File: src/rtl/sum_accum_pkg.sv
// Shared defaults and state encoding for the frame accumulator.
//
// Contents:
//   SumWDefault / CntWDefault / AccWDefault - default widths of the incoming sum,
//                                             the frame-length field and the total.
//   state_e                                  - frame FSM state (IDLE, ACCUM, DONE).
package sum_accum_pkg;

  localparam int unsigned SumWDefault = 5;
  localparam int unsigned CntWDefault = 4;
  // Wide enough for 2**CNT_W samples of the largest SUM_W value.
  localparam int unsigned AccWDefault = SumWDefault + CntWDefault;

  typedef enum logic [1:0] {
    IDLE  = 2'd0,
    ACCUM = 2'd1,
    DONE  = 2'd2
  } state_e;

endpackage

File: src/rtl/sum_accum.sv
// Frame accumulator placed directly after an adder's sum output.
//
// It collects frame_len samples (0 means 2**CNT_W), then presents the frame's total,
// maximum and sample count with a valid/ready handshake. While a result waits to be
// taken, no new samples are accepted.
//
// Ports:
//   clk        - clock, all logic on the rising edge
//   rst_n      - synchronous active-low reset
//   clear      - abort a partial frame (ignored while a result is pending)
//   frame_len  - samples per frame, sampled with the first sample of a frame
//   in_valid   - in_sum carries a sample
//   in_ready   - block can take a sample this cycle
//   in_sum     - unsigned sample
//   out_valid  - result available
//   out_ready  - consumer takes the result
//   out_total  - unsigned sum of the frame's samples
//   out_max    - largest sample of the frame
//   out_count  - number of samples in the frame
module sum_accum
  import sum_accum_pkg::*;
#(
  parameter int unsigned SUM_W = SumWDefault,
  parameter int unsigned CNT_W = CntWDefault,
  parameter int unsigned ACC_W = SUM_W + CNT_W
) (
  input  logic             clk,
  input  logic             rst_n,
  input  logic             clear,
  input  logic [CNT_W-1:0] frame_len,
  input  logic             in_valid,
  output logic             in_ready,
  input  logic [SUM_W-1:0] in_sum,
  output logic             out_valid,
  input  logic             out_ready,
  output logic [ACC_W-1:0] out_total,
  output logic [SUM_W-1:0] out_max,
  output logic [CNT_W:0]   out_count
);

  // frame_len of zero selects the full 2**CNT_W frame, hence one extra bit.
  localparam logic [CNT_W:0] FullLen = {1'b1, {CNT_W{1'b0}}};
  localparam logic [CNT_W:0] OneCnt  = {{CNT_W{1'b0}}, 1'b1};

  state_e           state_q, state_d;
  logic [ACC_W-1:0] acc_q, acc_d;
  logic [SUM_W-1:0] max_q, max_d;
  logic [CNT_W:0]   cnt_q, cnt_d;
  logic [CNT_W:0]   len_q, len_d;
  logic [ACC_W-1:0] out_total_q, out_total_d;
  logic [SUM_W-1:0] out_max_q, out_max_d;
  logic [CNT_W:0]   out_count_q, out_count_d;

  logic             accept;
  logic             first;
  logic             last;
  logic [CNT_W:0]   len_eff;
  logic [CNT_W:0]   cnt_new;
  logic [ACC_W-1:0] acc_new;
  logic [SUM_W-1:0] max_new;

  // Datapath for the sample being accepted this cycle. In IDLE the running values are
  // ignored so the first sample starts a fresh frame.
  always_comb begin
    in_ready = (state_q != DONE);
    // clear beats a simultaneous sample.
    accept   = in_valid && in_ready && !clear;
    first    = (state_q == IDLE);
    len_eff  = len_q;
    if (first) begin
      len_eff = (frame_len == '0) ? FullLen : {1'b0, frame_len};
    end
    cnt_new = first ? OneCnt : (cnt_q + OneCnt);
    acc_new = (first ? '0 : acc_q) + {{(ACC_W - SUM_W){1'b0}}, in_sum};
    max_new = (first || (in_sum > max_q)) ? in_sum : max_q;
    last    = (cnt_new == len_eff);
  end

  // Next-state logic.
  always_comb begin
    state_d     = state_q;
    acc_d       = acc_q;
    max_d       = max_q;
    cnt_d       = cnt_q;
    len_d       = len_q;
    out_total_d = out_total_q;
    out_max_d   = out_max_q;
    out_count_d = out_count_q;

    unique case (state_q)
      IDLE, ACCUM: begin
        if (clear) begin
          state_d = IDLE;
          acc_d   = '0;
          max_d   = '0;
          cnt_d   = '0;
        end else if (accept) begin
          acc_d = acc_new;
          max_d = max_new;
          cnt_d = cnt_new;
          len_d = len_eff;
          if (last) begin
            state_d     = DONE;
            out_total_d = acc_new;
            out_max_d   = max_new;
            out_count_d = cnt_new;
          end else begin
            state_d = ACCUM;
          end
        end
      end
      DONE: begin
        // Result registers keep their value after the handoff until the next frame ends.
        if (out_ready) begin
          state_d = IDLE;
        end
      end
      default: begin
        state_d = IDLE;
      end
    endcase
  end

  always_ff @(posedge clk) begin
    if (!rst_n) begin
      state_q     <= IDLE;
      acc_q       <= '0;
      max_q       <= '0;
      cnt_q       <= '0;
      len_q       <= '0;
      out_total_q <= '0;
      out_max_q   <= '0;
      out_count_q <= '0;
    end else begin
      state_q     <= state_d;
      acc_q       <= acc_d;
      max_q       <= max_d;
      cnt_q       <= cnt_d;
      len_q       <= len_d;
      out_total_q <= out_total_d;
      out_max_q   <= out_max_d;
      out_count_q <= out_count_d;
    end
  end

  assign out_valid = (state_q == DONE);
  assign out_total = out_total_q;
  assign out_max   = out_max_q;
  assign out_count = out_count_q;

endmodule

File: config.mk
export PLATFORM = sky130hd
export DESIGN_NAME = sum_accum
export DESIGN_NICKNAME = d
export VERILOG_FILES = /design/src/rtl/sum_accum_pkg.sv /design/src/rtl/sum_accum.sv
export SDC_FILE = /design/constraint.sdc
export NUM_CORES = 1
export LEC_CHECK = 0
export CAP_MARGIN = 20
export CORE_MARGIN = 2
export CORE_UTILIZATION = 54
export DETAILED_ROUTE_END_ITERATION = 6
export PLACE_DENSITY = 0.79
export SKIP_LAST_GASP = 1
export SLEW_MARGIN = 20
export SYNTH_ARGS = -nofsm -noshare
export SYNTH_HDL_FRONTEND = slang
export SYNTH_SLANG_ARGS = --single-unit
File: constraint.sdc
create_clock -name clk -period 3.2 [get_ports clk]
set_input_delay 0.64 -clock clk [delete_from_list [all_inputs] [get_ports clk]]
set_output_delay 0.64 -clock clk [all_outputs]
set_load 0.01 [all_outputs]
==> parameters.txt <==
Parameter                              Value

Pwr
  Peak supply drop ... 418 uV
  Static Leakage ... 1.11 nW
  PwrDens ... 396 nW/um^2

Die
  Overall die height ... 70.7 um
  Die Span X ... 70.7 um
  Initial standard-cell utilization of the core ... 55.6%
  Die Footprint ... 5000 um^2
  Io pins ... 35
  Area inside the core boundary ... 4320 um^2
  Number of placement rows ... 24

Setup path
  Worst setup path category ... flip-flop to flip-flop
  Kind of capture point of the worst setup path ... flip-flop
  Cell count of the worst reg-to-reg path ... 10
  Critical Path RT ... 3400 ps
  Arrival time worst endpoint ... 2840 ps
  Nature of the critical path startpoint ... flip-flop
  Critical Path Fanout Max ... 10

Detailed routing
  Number of vias after detailed routing ... 2030
  Drc violations ... 0
  Overall routed net length ... 5120 um
  Detailed router's first-iteration violation count ... 139
  Number of iterations in the first detailed-routing pass ... 4
  Antenna-violating nets left ... 0
  DR vias/cell ... 5.67
  Routed wire per std cell ... 14.3 um

Layout
  Most used cells in the layout excluding fill and tap cells ... dfxtp_1, clkdlybuf4s50_1, nand2_1, nor2b_1, o21ai_0
  Number of nets in the layout ... 331
  Most common library cell in the layout ignoring fill and taps ... dfxtp_1
  Number of diodes added for antenna fixing ... 0
  Syn-to-layout area delta ... 21.5%
  Filler cell count in the final layout ... 364
  Fraction of layout instances using a drive strength above 1 ... 8.17%

Global route
  Remaining global-route overflow ... 0
  Vias in the first global route ... 1941
  GRT Util Overall ... 21.7%
  Initial antenna violation count ... 0
  Global-route wire length before repair ... 8630 um
  Pin count of the biggest net entering global routing ... 23

Min path
  HP Class ... flip-flop to flip-flop
  Worst hold path stage count ... 2

Timing
  Worst Max-Slew Pin Slew ... 657 ps
  Hold slack final ... 455 ps
  Largest clock skew in the final design ... 8.16 ps
  Relative slew slack ... 56.1%
  RSZ-0062 raised after global routing ... false
  Maximum clock frequency ... 379 MHz
  Minimum clock period ... 2640 ps
  Final setup violation count ... 0
  Max-slew violation count ... 0
  Count of final hold-check violations ... 0
  Final setup TNS ... 0 ps
  Final cycle utilization of the critical path ... 82.5%

Yosys
  Post-synthesis instance total ... 270
  Prevailing post-synth register cell ... dfxtp_1
  Net count after synthesis ... 296
  Count of synthesis-stage warnings from yosys ... 0
  Flop and latch count out of synthesis ... 45
  EDFF count, synth ... 0
  Proportion of synthesized flip-flops having asynchronous set or reset ... 0%
  Sequential area share after synthesis ... 37.5%
  Average instance area after synthesis ... 8.90 um^2
  Distinct cells, synth ... 45
  Total standard cell area after synthesis ... 2400 um^2

Placed design
  Number of I/O port buffers ... 34
  Post-detailed-placement half-perimeter wirelength ... 3640 um
  Routability cong. ... 0.799

Job
  Max capacitance violation total ... 0

CTS
  Number of buffers inserted for hold repair after clock tree synthesis ... 0
  CTS tree ... yes
  Bufs on Longest Clock Path ... 2
  Num CTS Buffers ... 5
  Clock tree root driver cell ... clkbuf_8
  Clock latency on the worst-skew pair ... 300 ps
  Resized Gates After CTS ... 0
  Sinks on Clock Net ... 45
  Setup repair bufs after CTS ... 0
  Number of H-tree branching levels ... 2
  Clock transition at the register clock pins on the worst setup and hold paths after CTS ... 80 ps

Outcome
  Run status ... completed
==> worst max-delay path, stage by stage (launching register included) <==
cell	delay [ps]
dfxtp_1	410
or2_2	380
and2_1	180
ha_1	210
fa_1	410
nand3_1	120
a21boi_0	120
o21ai_0	280
xnor2_1	140
a32oi_1	210
nor2b_1	60
==> metrics by stage <==
step / setup slack [ps] / utilization (%) / instances / power [W] / cell area [um^2]
finish: 561 / 67.5 / 358 / 0.00116 / 2920
floorplan: 672 / - / 270 / 0.000674 / 2400
detailed placement: 326 / 64.8 / 350 / 0.000724 / 2800
global placement: 373 / 64.8 / 350 / 0.000722 / 2800
CTS: 579 / 67.5 / 358 / 0.00117 / 2920
global route: 414 / 67.5 / 358 / 0.00121 / 2920
==> cell usage after synthesis (2+ instances only) <==
| library cell | count | area (um^2) |
|---|---|---|
| a32oi_1 | 8 | 70.1 |
| o21ai_0 | 17 | 85.1 |
| a21boi_1 | 9 | 67.6 |
| xor2_1 | 6 | 52.6 |
| o21a_1 | 2 | 15.0 |
| ha_1 | 11 | 138 |
| dfxtp_1 | 45 | 901 |
| clkbuf_1 | 10 | 37.5 |
| and2_1 | 6 | 37.5 |
| inv_1 | 6 | 22.5 |
| nand4_1 | 2 | 12.5 |
| nor2b_1 | 18 | 113 |
| o2111ai_1 | 2 | 17.5 |
| o21bai_1 | 5 | 37.5 |
| nor3_1 | 2 | 10.0 |
| a21oi_1 | 9 | 45.0 |
| xnor2_1 | 7 | 61.3 |
| a21boi_0 | 7 | 52.6 |
| nand3_1 | 8 | 40.0 |
| nor2_1 | 11 | 41.3 |
| mux2i_1 | 8 | 80.1 |
| o21ai_1 | 3 | 15.0 |
| nand2_1 | 33 | 124 |
| buf_4 | 3 | 22.5 |
| nor3b_2 | 2 | 25.0 |
| or2_2 | 2 | 12.5 |
| a22oi_1 | 10 | 75.1 |
==> area by class of cell <==
cell class | count | area, um^2 | area share [%]
multi-input cells | 205 | 1410 | 48.4
flip-flops and latches | 45 | 901 | 30.9
repair buffers | 42 | 400 | 13.7
clock buffers | 7 | 86.3 | 2.96
well taps | 52 | 65.1 | 2.23
clock inverters | 1 | 30.0 | 1.03
inverters | 6 | 22.5 | 0.772
==> logic make-up (layout without fill, tap and decap cells) <==
group                      count (synthesis)  count (layout)  synth area share, %
muxes                                      9               9                 4.27
xor gates and xnor gates                  13              13                 4.74
adders and majority gates                 12              12                 6.56
AOI/OAI and AO/OA                         78              78                 21.9
DFF                                       45              45                 37.5
buffers and inverters                     20              56                 3.65
and+or+nand+nor                           93              93                 21.4
==> sequential cells by signal (all words and copies together) (netlist names) <==
signal and cells:
state_q 2, out_count 5, out_max 5, cnt_q 5
max_q 5, acc_q 9, out_total 9, len_q 5
==> final timing paths <==
check	startpoint	endpoint	slack [ps]
setup / recovery	state_q[1]	acc_q[6]	560
hold / removal	out_count[1]	out_count[1]	460
setup reg to reg	state_q[1]	acc_q[6]	560
hold reg to reg	out_count[1]	out_count[1]	460
==> power breakdown <==
part           switching, W  leakage, nW  internal, W
registers        0.00000795        0.364     0.000570
logic             0.0000720        0.686    0.0000628
clock network      0.000188       0.0585     0.000255
total              0.000268         1.11     0.000887
==> metal layers <==
layer	vias up	wire, um	share of wire (%)	track usage [%]
met5	-	0	0	0
met4	0	77	1.5	7.97
met2	39	2480	48	36.9
li1	1032	-	-	-
met1	953	2320	45	26.3
met3	6	235	4.6	5.98
Note: power is estimated with default switching activity, not from simulation.
==> patch: new RTL, config.mk and constraints unchanged <==
`CntWDefault`: 4 -> 5.
--- a/src/rtl/sum_accum_pkg.sv
+++ b/src/rtl/sum_accum_pkg.sv
@@ -9,3 +9,3 @@
   localparam int unsigned SumWDefault = 5;
-  localparam int unsigned CntWDefault = 4;
+  localparam int unsigned CntWDefault = 5;
   // Wide enough for 2**CNT_W samples of the largest SUM_W value.
Ports: changed (resized frame_len, out_count and out_total); port bits go from 35 to 38. The function was not compared with the original's and may differ.
==> patch against the original RTL <==
Sequential cell count is 5 higher; setup slack worse by 74 ps; cell area is 11% higher; total power is 15% higher; highest routed layer unchanged; routed wire length is 32% higher; area after synthesis is 11% higher; first-iteration DRC count is 47% higher; largest power group unchanged.
==> patch: results (changes against the original RTL) <==
postcts setup bufs 0 (unchanged); IO Port Bufs 37 (+8.8%); Hold Path Stages 2 (unchanged); Critical Path Max Stage Delay 510 ps (+100 ps); status finished clean; Max-slew headroom 49.5% (-6.5 points); first-pass detailed-route iteration total 4 (unchanged); final hold slack 464 ps (+8.33 ps); Clock Skews 14.2 ps (+6.08 ps); worst skew pair latency 310 ps; Longest Clk Path Bufs 2 (unchanged); Seq/Total Area, Yosys 37.5% (about the same); Min-Delay Endpoint out_count[1]; layout cells sized above 1 9.07% (+0.90 points); worst min path class register to register; clock-pin slew on the worst setup and hold paths 110 ps (+30 ps); Switch Pwr 0.322 mW (+20%); vias in the first global route 2356 (+21%); synth cell count leaders dfxtp_1, a21oi_1, nor2_1; gpl congestion 0.840 (+5.2%); drt wl/cell 16.1 um (+12%); arrival time worst endpoint 2950 ps (+110 ps); TritonCTS Buffers 5 (unchanged); Final nets 379 (+15%); R2R Setup Slk 490 ps (-70 ps); pin count of the biggest net entering global routing 29 (+26%); depth of the CTS H-tree 2 (unchanged); dpl cell area 3110 um2 (+11%); Static Leak 1.18 nW (+6.0%); pre-CTS WS 297 ps (-29.5 ps); post-DP HPWL 4.64 mm (+27%); Critical R2R Capture out_total[8]; Diodes inserted 0 (unchanged); initial antenna violation count 0 (unchanged); clock root cell clkbuf_8; fill count 434 (+19%); iteration-0 DRC count of the detailed router 204 (+47%); library cells used by synthesis 54 (+20%); CP max FO 13 (+3); Mapped Nets 343 (+16%); post-CTS resize count 0 (unchanged); worst vdd ir 0.000317 V (-24%); via density per instance 5.88 (+3.6%); gr usage total 26.0% (+4.3 points); global-route wire length before repair 11.0 mm (+28%); path depth of the worst reg2reg path 11 (+1); asr flop ratio synth 0% (unchanged); ranking of synthesized cells by area dfxtp_1, a21oi_1, ha_1; hold wc startpoint out_count[1]
patch: worst max path at each step:
stage | start | to | slack (ps)
floorplan | state_q[1] | out_total[8] | 420
global placement | in_sum[0] | out_total[8] | 360
detailed placement | in_sum[0] | out_total[8] | 300
CTS | state_q[1] | out_total[8] | 530
global route | state_q[1] | out_total[8] | 240
finish | state_q[1] | out_total[8] | 490
patch: metal layers:
metal,wire [um],GRT usage [%]
met5,0,0
met4,121,9.13
met3,396,3.93
met2,3330,44.6
met1,2890,33.5
patch: final cells by class:
type	instances	share of cell area, %
clock buffers	5	2.12
clock inverters	3	2.12
inverters	11	1.27
multi-input cells	238	47.5
flip-flops and latches	50	30.9
well taps	67	2.58
repair buffers	46	13.5
patch: metrics by stage:
step	util [%]	std cells
final	68.2	420
after global routing	68.2	420
after CTS	68.2	420
after detailed placement	65.3	412
after global placement	65.3	412
after floorplan	-	316
patch: power by group through the flow:
stage | logic [mW] | registers [mW] | clock network (mW)
after CTS | 0.151 | 0.640 | 0.535
after global routing | 0.168 | 0.642 | 0.570
after detailed placement | 0.150 | 0.655 | 0
final | 0.153 | 0.641 | 0.534
after floorplan | 0.0954 | 0.653 | 0
after global placement | 0.147 | 0.654 | 0
patch: kinds of logic after synthesis:
logic type / count (synthesis) / synth area share, %
AOI/OAI and AO/OA: 104 / 26.7
DFF: 50 / 37.5
buffers and inverters: 28 / 4.78
muxes: 5 / 2.01
xor gates and xnor gates: 13 / 4.26
and+or+nand+nor: 104 / 18.9
adders and majority gates: 12 / 5.90
patch: worst max-delay path, delay by kind of cell (launching register included):
kind	cells	cell delay (ps)
fa+ha+maj	2	570
buf+inv	1	60
compound gates	3	510
flops	1	510
xor+xnor	1	200
simple gates	4	790
